--- src/rtl/gemm_ctrl.sv ---
// gemm_ctrl -- sequencing controller for a single-PE GEMM engine (C = A * B).
//
// For every output element C[m][n], issues K operand reads (A[m][k], B[k][n]),
// waits for the PE accumulator to settle, then presents the result address to
// the result sink until it accepts.
//
// Ports
//   clk_i, rst_ni          clock, asynchronous active-low reset
//   start_i                start a job (sampled in IDLE only)
//   m/k/n_size_i           job dimensions, latched on accepted start
//   busy_o, done_o         job status, one-cycle completion pulse
//   a/b_req_o, a/b_addr_o  operand read strobes and addresses (1-cycle read latency)
//   pe_valid_o, pe_clr_o   PE operand-valid and accumulator-clear
//   c_valid_o, c_ready_i,
//   c_addr_o               result handshake and write address
//   perf_cycles_o          busy-cycle counter
//
// Build option: GEMM_CTRL_PERF_EN enables the saturating busy-cycle counter;
// without it perf_cycles_o is tied to 0.
//
// state   | meaning
// IDLE    | waiting for start_i
// COMPUTE | one A/B read per cycle, k = 0..K-1
// WAIT    | last read data reaching the PE
// WRITE   | result valid, waiting for c_ready_i
// DONE    | one-cycle done_o pulse
module gemm_ctrl #(
   parameter int AddrWidth = 16,
   parameter int SizeWidth = 8
) (
   input  logic                 clk_i,
   input  logic                 rst_ni,
   input  logic                 start_i,
   input  logic [SizeWidth-1:0] m_size_i,
   input  logic [SizeWidth-1:0] k_size_i,
   input  logic [SizeWidth-1:0] n_size_i,
   output logic                 busy_o,
   output logic                 done_o,
   output logic                 a_req_o,
   output logic                 b_req_o,
   output logic [AddrWidth-1:0] a_addr_o,
   output logic [AddrWidth-1:0] b_addr_o,
   output logic                 pe_valid_o,
   output logic                 pe_clr_o,
   output logic                 c_valid_o,
   input  logic                 c_ready_i,
   output logic [AddrWidth-1:0] c_addr_o,
   output logic [31:0]          perf_cycles_o
);

   typedef enum logic [2:0] {
      IDLE    = 3'd0,
      COMPUTE = 3'd1,
      WAIT    = 3'd2,
      WRITE   = 3'd3,
      DONE    = 3'd4
   } state_e;

   state_e state_q, state_d;

   logic [SizeWidth-1:0] m_sz_q, k_sz_q, n_sz_q;
   logic [SizeWidth-1:0] m_q, n_q, k_q;
   // Running address bases so no multipliers are needed:
   //   a_row_q = m*K, b_row_q = k*N, c_addr_q = m*N+n
   logic [AddrWidth-1:0] a_row_q, b_row_q, c_addr_q;
   logic                 pe_valid_q, pe_clr_q;

   logic sizes_ok, k_last, n_last, m_last, xfer;
   logic busy, done, a_req, c_valid;

   assign sizes_ok = (m_size_i != '0) && (k_size_i != '0) && (n_size_i != '0);
   assign k_last   = (k_q == k_sz_q - SizeWidth'(1));
   assign n_last   = (n_q == n_sz_q - SizeWidth'(1));
   assign m_last   = (m_q == m_sz_q - SizeWidth'(1));
   assign xfer     = (state_q == WRITE) && c_ready_i;

   always_ff @(posedge clk_i or negedge rst_ni) begin
      if (!rst_ni) begin
         state_q <= IDLE;
      end else begin
         state_q <= state_d;
      end
   end

   always_comb begin
      state_d = state_q;
      busy    = 1'b1;
      done    = 1'b0;
      a_req   = 1'b0;
      c_valid = 1'b0;
      case (state_q)
         IDLE: begin
            busy = 1'b0;
            if (start_i) begin
               state_d = sizes_ok ? COMPUTE : DONE;
            end
         end
         COMPUTE: begin
            a_req = 1'b1;
            if (k_last) begin
               state_d = WAIT;
            end
         end
         WAIT: begin
            state_d = WRITE;
         end
         WRITE: begin
            c_valid = 1'b1;
            if (c_ready_i) begin
               state_d = (m_last && n_last) ? DONE : COMPUTE;
            end
         end
         DONE: begin
            done    = 1'b1;
            state_d = IDLE;
         end
         default: begin
            state_d = IDLE;
         end
      endcase
   end

   always_ff @(posedge clk_i or negedge rst_ni) begin
      if (!rst_ni) begin
         m_sz_q   <= '0;
         k_sz_q   <= '0;
         n_sz_q   <= '0;
         m_q      <= '0;
         n_q      <= '0;
         k_q      <= '0;
         a_row_q  <= '0;
         b_row_q  <= '0;
         c_addr_q <= '0;
      end else begin
         if (state_q == IDLE && start_i && sizes_ok) begin
            m_sz_q   <= m_size_i;
            k_sz_q   <= k_size_i;
            n_sz_q   <= n_size_i;
            m_q      <= '0;
            n_q      <= '0;
            k_q      <= '0;
            a_row_q  <= '0;
            b_row_q  <= '0;
            c_addr_q <= '0;
         end
         if (state_q == COMPUTE) begin
            if (k_last) begin
               k_q     <= '0;
               b_row_q <= '0;
            end else begin
               k_q     <= k_q + SizeWidth'(1);
               b_row_q <= b_row_q + AddrWidth'(n_sz_q);
            end
         end
         if (xfer) begin
            c_addr_q <= c_addr_q + AddrWidth'(1);
            if (n_last) begin
               n_q <= '0;
               if (!m_last) begin
                  m_q     <= m_q + SizeWidth'(1);
                  a_row_q <= a_row_q + AddrWidth'(k_sz_q);
               end
            end else begin
               n_q <= n_q + SizeWidth'(1);
            end
         end
      end
   end

   // Read data returns one cycle after the request, so the PE strobes are
   // the request strobes delayed by one register.
   always_ff @(posedge clk_i or negedge rst_ni) begin
      if (!rst_ni) begin
         pe_valid_q <= 1'b0;
         pe_clr_q   <= 1'b0;
      end else begin
         pe_valid_q <= a_req;
         pe_clr_q   <= a_req && (k_q == '0);
      end
   end

   assign busy_o     = busy;
   assign done_o     = done;
   assign a_req_o    = a_req;
   assign b_req_o    = a_req;
   assign a_addr_o   = a_req ? (a_row_q + AddrWidth'(k_q)) : '0;
   assign b_addr_o   = a_req ? (b_row_q + AddrWidth'(n_q)) : '0;
   assign pe_valid_o = pe_valid_q;
   assign pe_clr_o   = pe_clr_q;
   assign c_valid_o  = c_valid;
   assign c_addr_o   = c_valid ? c_addr_q : '0;

`ifdef GEMM_CTRL_PERF_EN
   logic [31:0] perf_q;

   always_ff @(posedge clk_i or negedge rst_ni) begin
      if (!rst_ni) begin
         perf_q <= '0;
      end else if (state_q == IDLE && start_i) begin
         perf_q <= '0;
      end else if (busy && perf_q != '1) begin
         perf_q <= perf_q + 32'd1;
      end
   end

   assign perf_cycles_o = perf_q;
`else
   assign perf_cycles_o = '0;
`endif

endmodule

--- config.mk ---
export PLATFORM = sky130hd
export DESIGN_NAME = gemm_ctrl
export DESIGN_NICKNAME = d
export VERILOG_FILES = /design/src/rtl/gemm_ctrl.sv
export SDC_FILE = /design/constraint.sdc
export NUM_CORES = 1
export LEC_CHECK = 0
export CAP_MARGIN = 25
export CORE_ASPECT_RATIO = 1.25
export CORE_MARGIN = 2
export CORE_UTILIZATION = 55
export DETAILED_ROUTE_END_ITERATION = 8
export GPL_ROUTABILITY_DRIVEN = 0
export GPL_TIMING_DRIVEN = 0
export PLACE_DENSITY = 0.93
export SYNTH_ARGS = -nofsm -noshare
export SYNTH_HDL_FRONTEND = slang
export SYNTH_SLANG_ARGS = --single-unit
--- constraint.sdc ---
create_clock -name clk_i -period 7.6 [get_ports clk_i]
set_clock_uncertainty 0.1 [all_clocks]
set_input_delay 0.76 -clock clk_i [delete_from_list [all_inputs] [get_ports clk_i]]
set_output_delay 0.76 -clock clk_i [all_outputs]
set_load 0.01 [all_outputs]
==> results.sh <==
export IMPL_status="finished clean"
export IMPL_multiInputGateArea_um2=4380
export IMPL_routed_wl_mm=19.0
export IMPL_grt_usage=0.265
export IMPL_cp_slowest_stage_delay_ns=0.90
export IMPL_path_delay_family="compound AO/OA/AOI/OAI gates"
export IMPL_final_cell_mix="dfrtp_1 (101), clkdlybuf4s50_1 (81), nand2_1 (68)"
export IMPL_row_count=47
export IMPL_initial_core_util=0.556
export IMPL_setup_viol=0
export IMPL_grt_setup_unrepaired="false"
export IMPL_die_h_um=133
export IMPL_synthFlopType="dfrtp_1"
export IMPL_cp_max_fo=8
export IMPL_wl_per_cell_um=16.8
export IMPL_area_growth_pct=19.9
export IMPL_yosys_warnings=0
export IMPL_ys_ff_latch=101
export IMPL_max_cap_violations=0
export IMPL_cts_buffers=9
export IMPL_clockBufferDepth=2
export IMPL_min_path_type="in -> async"
export IMPL_post_cts_resized=0
export IMPL_io_buffers=82
export IMPL_avgSynthCellArea_um2=8.79
export IMPL_grt_ovfl_total=0
export IMPL_nNetsFinal=1028
export IMPL_cts_setup_buffers=0
export IMPL_cts_sinks=101
export IMPL_drtAntennaViolNets=0
export IMPL_endpoint_kind="primary output"
export IMPL_hold_buffers=0
export IMPL_place_hpwl_mm=14.0
export IMPL_postSynthCellCount=830
export IMPL_synth_area_um2=7290
export IMPL_fin_crit_ns=4.91
export IMPL_grt_pass1_wl_mm=30.2
export IMPL_layout_drive_gt1_share=0.0949
export IMPL_cp_start_kind="flip-flop"
export IMPL_final_seq_area_um2=2530
export IMPL_worst_path_stages=10
export IMPL_leakage_nw=3.87
export IMPL_grt_max_degree=60
export IMPL_antenna_found_initial=0
export IMPL_crit_slowest_cell="a2111oi_0"
export IMPL_period_share=0.646
export IMPL_worstPathCellList="ha_1 > fa_1 > a21o_1 > a21oi_1 > o21bai_1 > a2111oi_0 > nor3_1 > xnor2_1 > nor2_1 > clkdlybuf4s50_1"
export IMPL_cts_max_level=3
export IMPL_required_ns=6.74
export IMPL_hold_viol=0
export IMPL_die_x_um=107
export IMPL_maxSlewHeadroom=0.312
export IMPL_vdd_drop_max_mv=0.176
export IMPL_drc_errors=0
export IMPL_synth_edf_count=0
export IMPL_cp_arrival_ns=4.05
export IMPL_vias=6712
export IMPL_clk_insertion_delay_late_ns=0.35
export IMPL_nFillCells=1025
export IMPL_path_buf_inv=1
export IMPL_grt_pass1_vias=6536
export IMPL_die_area_um2=14200
export IMPL_tightest_slew_ns=1.01
export IMPL_n_antenna_cell=0
export IMPL_root_buffer="clkbuf_16"
export IMPL_io_pins=115
export IMPL_fmax_mhz=204
export IMPL_drv_slew=0
export IMPL_firstDrtPassIters=6
export IMPL_vias_per_cell=5.94
export IMPL_final_common_cell="dfrtp_1"
export IMPL_rr_worst_depth=10
export IMPL_async_reset_ff_frac=1.00
export IMPL_synth_seq_area_share=0.347
export IMPL_drt_iter0_drc=695
export IMPL_fin_util=0.667
export IMPL_clkSlewWorstSetupHoldPaths_ns=0.06
export IMPL_cts_tree="built"
export IMPL_powerDensity_nw_per_um2=324
export IMPL_setup_worst_path_class="reg -> out"
export IMPL_setup_tns_ns=0
export IMPL_synth_cell_type_count=68
export IMPL_core_um2=13100
## Yosys cell counts (20+ instances only)
master	count	share of area
and3_1	32	0.027
o21ai_0	66	0.045
dfrtp_1	101	0.35
xnor2_1	43	0.052
ha_1	40	0.069
a21oi_1	44	0.030
nand3_1	45	0.031
clkbuf_1	27	0.014
inv_1	28	0.014
mux2_2	25	0.039
buf_4	33	0.034
nand2_1	68	0.035
xor2_1	20	0.024
nor2_1	59	0.030
## where the power goes
group / leakage, nW / switching, mW / internal [mW]
clock: 0.128 / 0.196 / 0.237
sequential: 1.32 / 0.198 / 0.674
combinational: 2.42 / 0.822 / 0.705
total: 3.87 / 1.22 / 1.62
## worst reg2reg max path, cell delays in order, from the launching register on
cell	delay, ns
dfrtp_1	0.50
inv_1	0.08
ha_1	0.30
xnor2_1	0.13
or4_4	0.56
a211oi_4	0.27
o311ai_1	0.20
buf_6	0.18
buf_6	0.14
o311ai_1	0.29
o41ai_1	0.12
## cells by family (layout without fill, tap and decap cells)
logic type	after synthesis	in the layout	synth area share
AOI/OAI and AO/OA	192	192	0.166
xor gates and xnor gates	64	64	0.0779
adders and majority gates	44	44	0.0796
buffers and inverters	96	194	0.0691
DFF	101	101	0.347
muxes	36	36	0.0537
other	1	32	0.000514
and+or+nand+nor	296	296	0.207
## sequential cells by signal, indices dropped and copies added (netlist names)
name,cells
pe_valid_o,1
pe_clr_o,1
k_q,8
c_addr_q,16
n_q,8
b_row_q,16
k_sz_q,8
m_sz_q,8
a_row_q,16
n_sz_q,8
state_q,3
m_q,8
## metrics by stage
stage	cells	hold WS, ns	worst slack [ns]	cell area, µm²	power (mW)
after floorplan	861	0.349	4.01	7410	1.88
after global placement	1114	0.366	1.92	8440	2.30
after detailed placement	1115	0.386	3.14	8470	2.38
after CTS	1129	0.332	2.76	8740	2.82
after global routing	1130	0.351	2.43	8740	3.02
final	1130	0.313	2.69	8740	2.83
## layout make-up
cell class,count,area share
Buffer,68,0.0457
Clock buffer,13,0.0298
Clock inverter,1,0.000859
Inverter,28,0.0120
Multi-Input combinational cell,664,0.501
Sequential cell,101,0.289
Tap cell,171,0.0245
Timing Repair Buffer,84,0.0973
## worst paths after layout
kind | startpoint | to | slack (ns)
setup / recovery | k_q[0]$_DFFE_PN0P_ | a_addr_o[12] | 2.69
hold reg to reg | c_addr_q[15]$_DFFE_PN0P_ | c_addr_q[15]$_DFFE_PN0P_ | 0.40
hold / removal | rst_ni | b_row_q[2]$_DFFE_PN0P_ | 0.31
max in group asynchronous | rst_ni | a_row_q[10]$_DFF_PN0_ | 6.39
min in group clk_i | c_addr_q[15]$_DFFE_PN0P_ | c_addr_q[15]$_DFFE_PN0P_ | 0.40
setup reg to reg | n_sz_q[0]$_DFFE_PN0P_ | a_row_q[14]$_DFF_PN0_ | 4.61
## routing by layer
layer / GRT usage / routed length (µm) / vias up
met4: 0.135 / 742 / 0
met2: 0.461 / 9610 / 283
met3: 0.0325 / 1120 / 64
met5: 0 / 0 / -
met1: 0.321 / 7490 / 3199
li1: - / - / 3166
(Power assumes the default switching activity.)
